==> config.mk <==
export PLATFORM = sky130hd
export DESIGN_NAME = modn_tick_counter_flat
export DESIGN_NICKNAME = d
export VERILOG_FILES = /design/src/rtl/modn_tick_counter_if.sv /design/src/rtl/modn_tick_counter.sv /design/src/flat_wrapper.sv
export SDC_FILE = /design/constraint.sdc
export NUM_CORES = 1
export LEC_CHECK = 0
export ABC_AREA = 1
export CORE_AREA = 2 2 39 41
export DETAILED_ROUTE_END_ITERATION = 8
export DIE_AREA = 0 0 41 43
export PLACE_DENSITY = 0.58
export SLEW_MARGIN = 20
export SYNTH_ARGS = -nofsm -noshare
export SYNTH_HDL_FRONTEND = slang
export SYNTH_SLANG_ARGS = --single-unit
export TNS_END_PERCENT = 20
==> constraint.sdc <==
create_clock -name clk -period 1.5 [get_ports clk]
set_input_delay 0.375 -clock clk [delete_from_list [all_inputs] [get_ports clk]]
set_output_delay 0.375 -clock clk [all_outputs]
set_load 0.02 [all_outputs]
==> src/rtl/modn_tick_counter_if.sv <==
// Handshake bundle for modn_tick_counter: control/load inputs from the upstream
// prescaler side (master) and count/status outputs from the counter (slave).
interface modn_tick_counter_if #(
    parameter int WIDTH = 4
);
    logic             enable;
    logic             tick_in;
    logic             clear;
    logic             load;
    logic [WIDTH-1:0] load_value;
    logic             dir;
    logic [WIDTH-1:0] count;
    logic             tc_out;
    logic             load_err;

    modport master (
        output enable, tick_in, clear, load, load_value, dir,
        input  count, tc_out, load_err
    );

    modport slave (
        input  enable, tick_in, clear, load, load_value, dir,
        output count, tc_out, load_err
    );
endinterface

==> src/rtl/modn_tick_counter.sv <==
// Modulo-N tick counter with clear/load, registered wrap pulse and load-range flag.
// Down counting via dir is built only when MODN_TICK_COUNTER_UPDOWN_EN is defined.
module modn_tick_counter #(
    parameter int WIDTH   = 4,
    parameter int MODULUS = 10
) (
    input logic               clk,
    input logic               rst,
    modn_tick_counter_if.slave io
);
    if (MODULUS < 2 || MODULUS > (2 ** WIDTH)) begin : g_bad_modulus
        $error("modn_tick_counter: MODULUS must lie in 2..2**WIDTH");
    end

    localparam logic [WIDTH-1:0] MAX_CNT = WIDTH'(MODULUS - 1);
    localparam logic [WIDTH-1:0] ONE     = WIDTH'(1);
    // One extra bit so MODULUS == 2**WIDTH is representable in the range compare.
    localparam logic [WIDTH:0]   MOD_EXT = (WIDTH + 1)'(MODULUS);

`ifdef MODN_TICK_COUNTER_UPDOWN_EN
    localparam logic UPDOWN_EN = 1'b1;
`else
    localparam logic UPDOWN_EN = 1'b0;
`endif

    logic [WIDTH-1:0] count_q, count_d;
    logic             tc_out_q, tc_out_d;
    logic             load_err_q, load_err_d;
    logic             down_mode;
    logic             load_in_range;

    assign down_mode     = io.dir & UPDOWN_EN;
    assign load_in_range = ({1'b0, io.load_value} < MOD_EXT);

    always_comb begin
        count_d    = count_q;
        tc_out_d   = 1'b0;
        load_err_d = 1'b0;
        if (io.clear) begin
            count_d = '0;
        end else if (io.load) begin
            if (load_in_range) begin
                count_d = io.load_value;
            end else begin
                count_d    = MAX_CNT;
                load_err_d = 1'b1;
            end
        end else if (io.tick_in && io.enable) begin
            if (down_mode) begin
                if (count_q == '0) begin
                    count_d  = MAX_CNT;
                    tc_out_d = 1'b1;
                end else begin
                    count_d = count_q - ONE;
                end
            end else begin
                if (count_q == MAX_CNT) begin
                    count_d  = '0;
                    tc_out_d = 1'b1;
                end else begin
                    count_d = count_q + ONE;
                end
            end
        end
    end

    always_ff @(posedge clk or posedge rst) begin
        if (rst) begin
            count_q    <= '0;
            tc_out_q   <= 1'b0;
            load_err_q <= 1'b0;
        end else begin
            count_q    <= count_d;
            tc_out_q   <= tc_out_d;
            load_err_q <= load_err_d;
        end
    end

    assign io.count    = count_q;
    assign io.tc_out   = tc_out_q;
    assign io.load_err = load_err_q;
endmodule
==> src/flat_wrapper.sv <==
// flat-port wrapper written by rule: the top's interface ports become plain ports
module modn_tick_counter_flat 
#(
    parameter int WIDTH   = 4,
    parameter int MODULUS = 10
)
  (clk, rst, io_enable, io_tick_in, io_clear, io_load, io_load_value, io_dir, io_count, io_tc_out, io_load_err);
  modn_tick_counter_if #(.WIDTH(WIDTH)) io_i ();
  input logic clk;
  input logic rst;
  input wire logic [$bits(io_i.enable)-1:0] io_enable;
  input wire logic [$bits(io_i.tick_in)-1:0] io_tick_in;
  input wire logic [$bits(io_i.clear)-1:0] io_clear;
  input wire logic [$bits(io_i.load)-1:0] io_load;
  input wire logic [$bits(io_i.load_value)-1:0] io_load_value;
  input wire logic [$bits(io_i.dir)-1:0] io_dir;
  output wire logic [$bits(io_i.count)-1:0] io_count;
  output wire logic [$bits(io_i.tc_out)-1:0] io_tc_out;
  output wire logic [$bits(io_i.load_err)-1:0] io_load_err;
  assign io_i.enable = io_enable;
  assign io_i.tick_in = io_tick_in;
  assign io_i.clear = io_clear;
  assign io_i.load = io_load;
  assign io_i.load_value = io_load_value;
  assign io_i.dir = io_dir;
  assign io_count = io_i.count;
  assign io_tc_out = io_i.tc_out;
  assign io_load_err = io_i.load_err;
  modn_tick_counter #(.WIDTH(WIDTH), .MODULUS(MODULUS)) u_core (.clk(clk), .rst(rst), .io(io_i));
endmodule
## Yosys cells after proc, flatten, opt, wreduce, memory -nomap -nowiden

Index checks and enable logic that the tools add are counted.

- $lt $le $gt $ge: 1
- Eq/ne operators: 1
- Muxes and demuxes: 12
- Reductions and logical operators: 2
- Add/sub/neg operators: 1

Operators with widths:

| operator | number |
|---|---|
| 4-bit 2-to-1 mux | 5 |
| 1-bit 2-to-1 mux | 7 |
| 4-bit by 1-bit adder with 4-bit output, second input constant | 1 |
| 4-bit equality test, second input constant | 1 |
| 4-bit < comparator, second input constant | 1 |
| 3-bit nonzero test | 1 |
| 1-bit logical AND | 1 |

- Input port bits: 11
- Register bits: 6

## Longest topological paths before layout

Gate-level depths: netlist of run 1.

- Word-level depth: 5
- Mapped depth: 7
- Mapped depth without buffers: 7

## Least setup slack after synthesis of run 1

OpenSTA, ideal clock, no wires.

- Kind: reg-to-reg
- Start: reg u_core.count_q[1], in the netlist u_core.io.count[1]
- End: reg u_core.count_q[1], in the netlist u_core.io.count[1]
- Library setup time: 0.121 ns
- Data arrival time: 1.085 ns
- Stages on the path, launching flop included: 6
- Setup slack: 0.294 ns
- Period minus slack after synthesis: 1.206 ns
- Buffers on the path: 0
- Required time: 1.379 ns
- Cell sequence: dfrtp_1 > inv_1 > ha_1 > inv_1 > a21oi_1 > o21ai_2

- Longest elaborated chain between the ends: 5
- Elaborated cells between the ends (all ways): 6

RTL lines:

| what | RTL line | text |
|---|---|---|
| start, declared | modn_tick_counter.sv:26 | `logic [WIDTH-1:0] count_q, count_d;` |
| start signal, assigned | modn_tick_counter.sv:73 | `count_q <= count_d;` |
| 4-bit by 1-bit adder with 4-bit output or 4-bit equality test (tied branches) | modn_tick_counter.sv:61, modn_tick_counter.sv:57 |  |
| 4-bit 2-to-1 mux (*) | modn_tick_counter.sv:57 | `if (count_q == MAX_CNT) begin` |
| 4-bit 2-to-1 mux (*) | modn_tick_counter.sv:48 | `end else if (io.tick_in && io.enable) begin` |
| 4-bit 2-to-1 mux (*) | modn_tick_counter.sv:41 | `end else if (io.load) begin` |
| 4-bit 2-to-1 mux (*) | modn_tick_counter.sv:39 | `if (io.clear) begin` |

Mark *: on every way between the ends. The rest lies on a longest branch, timed or not. The select of a mux whose other input is x is not followed.
A chain may end at the register's enable or synchronous reset.

## Worst setup path in the final report of run 1

- Start: reg u_core.count_q[1], in the netlist u_core.io.count[1]
- End: out io_count[1]

RTL lines:

| what | RTL line | text |
|---|---|---|
| end, declared | flat_wrapper.sv:17 | `output wire logic [$bits(io_i.count)-1:0] io_count;` |

No word-level cell between the ends.

==> reports/results.tsv, run 1 <==
stage	metric	value	unit
detailed_routing	final wirelength	867	um
die	Initial Utilization	29.0	%
detailed_routing	Remaining DRCs	0	
timing	fin crit share	86.2	%
global_routing	Most Crowded Layer GR	met2	
run_status	run status	finished, final reports clean	
setup_path	CP endpoint kind	output pin	
yosys	synth unique cells	16	
clock_network	CTS max path bufs	2	
yosys	Post-Syn Area	402	um^2
clock_network	CTS root buffer	clkbuf_4	
job	MaxCap Viol Count	0	
setup_path	WS Path Type	register to output pin	
clock_network	clock transition at the registers of the reported paths	0.04	ns
yosys	Synth Warn #	0	
setup_path	crit start category	register	
cells_and_area	Fillers	156	
setup_path	Critical Path AT	0.92	ns
global_routing	met1 Track Usage GR	16.6	%
detailed_routing	routed len/inst	8.94	um
cells_and_area	Antenna Cells	0	
timing	endpoints failing setup	0	
timing	sum of negative setup slack	0	ns
die	core box area	1380	um^2
yosys	Cells after Synth	57	
yosys	post-synthesis sequential area ratio	37.4	%
setup_path	critical path fanouts, max	2	
timing	Worst Skew	0.00395	ns
global_routing	initial antenna violation count	0	
timing	hold slack	0.342	ns
timing	fmax	0.774	GHz
timing	Max-Slew Margin vs Limit	82.6	%
min_path	HP Class	input pin to async pin	
placement	Final HPWL DP	715	um
global_routing	vias in the first global route	373	
die	Die Span Y	43	um
clock_network	CTS tree	done	
clock_network	CTS H-tree depth	1	
setup_path	crit path cell chain	dlygate4sd2_1	
die	row count	14	
placement	RePlAce Congestion	0.747	
cells_and_area	Layout Utilization	45.7	%
global_routing	first-pass GRT wire length	1.46	mm
clock_network	clock latency on the worst-skew pair	0.24	ns
setup_path	Buf+Inv Stages, Crit Path	1	
clock_network	clock sinks	6	
detailed_routing	drt first-iter violations	10	
global_routing	All-Layer GR Usage	12.4	%
timing	Worst-Margin Slew	0.259	ns
detailed_routing	via count	430	
detailed_routing	Routed Antenna Nets	0	
setup_path	CP max stage delay	0.37	ns
timing	Final Hold Fails	0	
setup_path	crit path max-delay cell type	dfrtp_1	
detailed_routing	router iterations before antenna repair	4	
global_routing	total grt overflow	0	
die	Ports	17	
die	die area	1760	um^2
yosys	Post-Syn Area per Cell	7.05	um^2
global_routing	met2 global-route usage	16.9	%
cells_and_area	layout cells sized above 1	18.5	%
cells_and_area	synthesis-to-layout area growth	57.3	%
global_routing	met3 GRT Util	1.57	%
global_routing	largest net degree at the start of global routing	7	
power	PwrDens	737	nW/um^2
detailed_routing	via-per-instance ratio	4.43	
setup_path	CP required	1.12	ns
clock_network	CTS Buf Count	3	
cells_and_area	nets	96	
timing	RSZ-0062 raised after global routing	no	
placement	Port Buffer Count	15	
yosys	syn nets	70	
die	die width	41	um
timing	Pins Over Slew Limit	0	
clock_network	cts hold-fix bufs	0	
setup_path	crit-path leading delay family	flip-flops	
power	VDD IR max	296	uV
timing	post-layout min period	1.29	ns
power	Leak	0.349	nW
yosys	register bit count reported by yosys	6	
[layout by cell type (no fill, tap or decap), types with 2 or more instances in the layout]
cell / n
nand2_1: 16
inv_1: 10
clkdlybuf4s50_1: 9
dlygate4sd2_1: 6
buf_4: 6
dfrtp_1: 6
nand3_1: 5
nor2_1: 4
clkbuf_4: 3
nand2_2: 2
o21ai_0: 2
o21ai_1: 2
a21oi_1: 2
ha_1: 2
[cells in the mapped netlist, drive strengths merged]
cell   number  share of area (%)
nand3       6                8.7
nand2      18                 18
ha          2                6.2
inv        11                 10
dfrtp       6                 37
nor2        4                3.7
o21ai       5                7.2
nand4       1                1.6
o31ai       1                3.1
a21oi       2                2.5
nor3        1                1.2
[layout make-up]
| cell class | count | area, um^2 | share of cell area [%] |
|---|---|---|---|
| well taps | 16 | 20.0 | 3.17 |
| clock buffers | 3 | 22.5 | 3.56 |
| multi-input cells | 40 | 210 | 33.3 |
| inverters | 11 | 41.3 | 6.53 |
| repair buffers | 21 | 188 | 29.7 |
| flip-flops and latches | 6 | 150 | 23.8 |
[what timing repair did]
item | in CTS | in global routing
buffers inserted | 0 | 0
endpoints found under the setup margin | 6 | 0
gates resized for setup | 6 | 0
[final timing paths]
check | start | to | slack, ns | cells after the start
max | u_core.io.count[1]$_DFFE_PP0P_ | io_count[1] | 0.21 | 1
max in group asynchronous | rst | u_core.io.count[0]$_DFFE_PP0P_ | 0.98 | 2
max reg2reg | u_core.io.count[1]$_DFFE_PP0P_ | u_core.io.count[2]$_DFFE_PP0P_ | 0.25 | 8
min in group clk | u_core.io.count[2]$_DFFE_PP0P_ | u_core.io.count[2]$_DFFE_PP0P_ | 0.58 | 3
min | rst | u_core.io.count[3]$_DFFE_PP0P_ | 0.34 | 2
min reg2reg | u_core.io.count[2]$_DFFE_PP0P_ | u_core.io.count[2]$_DFFE_PP0P_ | 0.58 | 3
[logic make-up (layout without fill, tap and decap cells)]
family          after synthesis  after routing  share of synthesized area (%)
flops                         6              6                           37.4
buf+inv                      11             35                           10.3
compound gates                8              8                           12.8
simple gates                 30             30                           33.3
fa+ha+maj                     2              2                           6.23
[metal layers]
metal | part of all wire (%) | up-vias
li1 | - | 232
met5 | 0 | -
met4 | 1.4 | 0
met3 | 3.2 | 2
met1 | 49 | 187
met2 | 46 | 9
[power by group]
| part | total [mW] | internal [mW] | switching, mW |
|---|---|---|---|
| logic | 0.150 | 0.0706 | 0.0795 |
| registers | 0.178 | 0.173 | 0.00418 |
| clock network | 0.138 | 0.0898 | 0.0482 |
[state kept, by name, indices dropped and copies added (netlist names)]
| signal | flops |
|---|---|
| u_core.io.count | 4 |
| u_core.io.load_err | 1 |
| u_core.io.tc_out | 1 |
[through the flow]
| step | total power [mW] | instance area (um^2) | std cells | setup slack [ns] |
|---|---|---|---|---|
| 5_1_grt | 0.495 | 632 | 97 | 0.176 |
| 3_5_place_dp | 0.340 | 617 | 94 | 0.0200 |
| 4_1_cts | 0.476 | 632 | 97 | 0.193 |
| 3_3_place_gp | 0.337 | 617 | 94 | 0.0324 |
| 6_report | 0.466 | 632 | 97 | 0.207 |
| 2_1_floorplan | 0.258 | 402 | 57 | 0.294 |
(Power assumes the default switching activity.)
==> inputs of run 2 (changes only) <==
Settings changed: DONT_BUFFER_PORTS from default to 1, PLACE_DENSITY 0.58 to 0.42.
==> run 2 against run 1 <==
  * Critical path depth unchanged
  * Register-to-register slack better by 0.11 ns
  * Maximum frequency up 8.2%
  * Final cell count down 19%
==> reports/results.tsv, run 2 (same netlist as run 1, synthesis figures left out) <==
stage	metric	value	unit
clock_network	clock latency on the worst-skew pair	0.24	ns
clock_network	CTS Buf Count	3	
detailed_routing	router iterations before antenna repair	3	
timing	fin crit share	79.6	%
cells_and_area	layout cells sized above 1	17.5	%
clock_network	Setup Fix Bufs, Post-CTS	0	
die	Ports	17	
clock_network	CTS tree	done	
detailed_routing	drt first-iter violations	4	
clock_network	clock transition at the registers of the reported paths	0.05	ns
setup_path	critical path fanouts, max	4	
power	Tot Pwr	0.430	mW
setup_path	crit start category	register	
clock_network	clock sinks	6	
timing	Worst Skew	0.00249	ns
timing	endpoints failing setup	0	
timing	RSZ-0062 raised after global routing	no	
placement	pre-CTS WS	0.341	ns
detailed_routing	via-per-instance ratio	4.54	
cells_and_area	Non-Filler Instances	79	
timing	hold slack	0.203	ns
timing	post-layout min period	1.19	ns
setup_path	crit-path leading delay family	flip-flops	
setup_path	CP required	1.12	ns
setup_path	Critical Path AT	0.82	ns
setup_path	CP endpoint kind	output pin	
die	row count	14	
detailed_routing	Remaining DRCs	0	
detailed_routing	final wirelength	896	um
cells_and_area	Antenna Cells	0	
global_routing	first-pass GRT wire length	1.44	mm
setup_path	Buf+Inv Stages, Crit Path	1	
timing	fmax	0.837	GHz
die	die area	1760	um^2
timing	Max-Slew Margin vs Limit	76.9	%
placement	Cells after DPL	75	
global_routing	initial antenna violation count	0	
global_routing	largest net degree at the start of global routing	7	
clock_network	CTS H-tree depth	1	
setup_path	CP max stage delay	0.40	ns
setup_path	WS Path Type	register to output pin	
placement	Final HPWL DP	734	um
clock_network	CTS root buffer	clkbuf_4	
timing	min setup slack post-route	0.305	ns
power	VDD IR max	270	uV
die	die width	41	um
clock_network	CTS max path bufs	2	
cells_and_area	synthesis-to-layout area growth	16.8	%
cells_and_area	commonest non-fill, non-tap cells in the layout	16 x nand2_1, 10 x inv_1, 6 x dfrtp_1	
detailed_routing	Routed Antenna Nets	0	
die	core box area	1380	um^2
placement	RePlAce Congestion	0.647	
placement	Port Buffer Count	0	
timing	sum of negative setup slack	0	ns
die	Die Span Y	43	um
timing	Pins Over Slew Limit	0	
timing	Worst-Margin Slew	0.347	ns
die	Initial Utilization	29.0	%
run_status	run status	finished, final reports clean	
power	PwrDens	916	nW/um^2
setup_path	crit path max-delay cell type	dfrtp_1	
global_routing	total grt overflow	0	
min_path	HP Class	input pin to register	
global_routing	All-Layer GR Usage	12.5	%
power	Leak	0.254	nW
cells_and_area	nets	78	
timing	Final Hold Fails	0	
job	MaxCap Viol Count	0	
detailed_routing	via count	359	
cells_and_area	most common cell after layout, fill and taps aside	nand2_1	
global_routing	vias in the first global route	356	
setup_path	crit path cell chain	buf_4	
detailed_routing	routed len/inst	11.3	um
cells_and_area	max FFs per register	4	
-- run 2: changes by cell type in the layout (fill, tap and decap cells not counted) --
cell             previous run  this run
buf_4                       6         2
dlygate4sd2_1               6         0
clkdlybuf4s50_1             9         0
dlygate4sd3_1               0         1
-- run 2: where the power goes --
part / switching, mW / internal (mW)
combinational: 0.0554 / 0.0337
clock: 0.0594 / 0.0906
sequential: 0.0179 / 0.173
total: 0.133 / 0.297
-- run 2: area by class of cell --
cell class,instances,area (um^2)
Sequential cell,6,150
Multi-Input combinational cell,40,210
Clock buffer,3,22.5
Tap cell,16,20.0
Inverter,11,41.3
Timing Repair Buffer,3,25.0
Fill cell,162,915
-- run 2: worst paths after layout --
check | startpoint | to | slack, ns | cells after the start
worst max-delay path | u_core.io.count[0]$_DFFE_PP0P_ | io_count[0] | 0.31 | 1
worst min-delay path | io_clear | u_core.io.load_err$_DFF_PP0_ | 0.20 | 1
worst max register to register | u_core.io.count[2]$_DFFE_PP0P_ | u_core.io.count[1]$_DFFE_PP0P_ | 0.36 | 4
worst min register to register | u_core.io.count[2]$_DFFE_PP0P_ | u_core.io.count[2]$_DFFE_PP0P_ | 0.67 | 2
max in group asynchronous | rst | u_core.io.load_err$_DFF_PP0_ | 0.81 | 2
min in group asynchronous | rst | u_core.io.count[2]$_DFFE_PP0P_ | 0.49 | 2
-- run 2: timing repair --
item                      4_1_cts  5_1_grt
hold endpoints to repair        6        0
hold buffers                    1        0
resized for setup               0        0
-- run 2: routing by layer --
layer / GRT usage (%) / share of wire [%]
met5: 0 / 0
met4: 8.00 / 1.9
met3: 3.66 / 4.4
met2: 17.2 / 49
met1: 16.2 / 45
-- run 2: through the flow --
stage	utilization [%]	area, um^2
2_1_floorplan	-	402
3_3_place_gp	31.6	437
3_5_place_dp	31.6	437
4_1_cts	33.9	469
5_1_grt	33.9	469
6_report	33.9	469
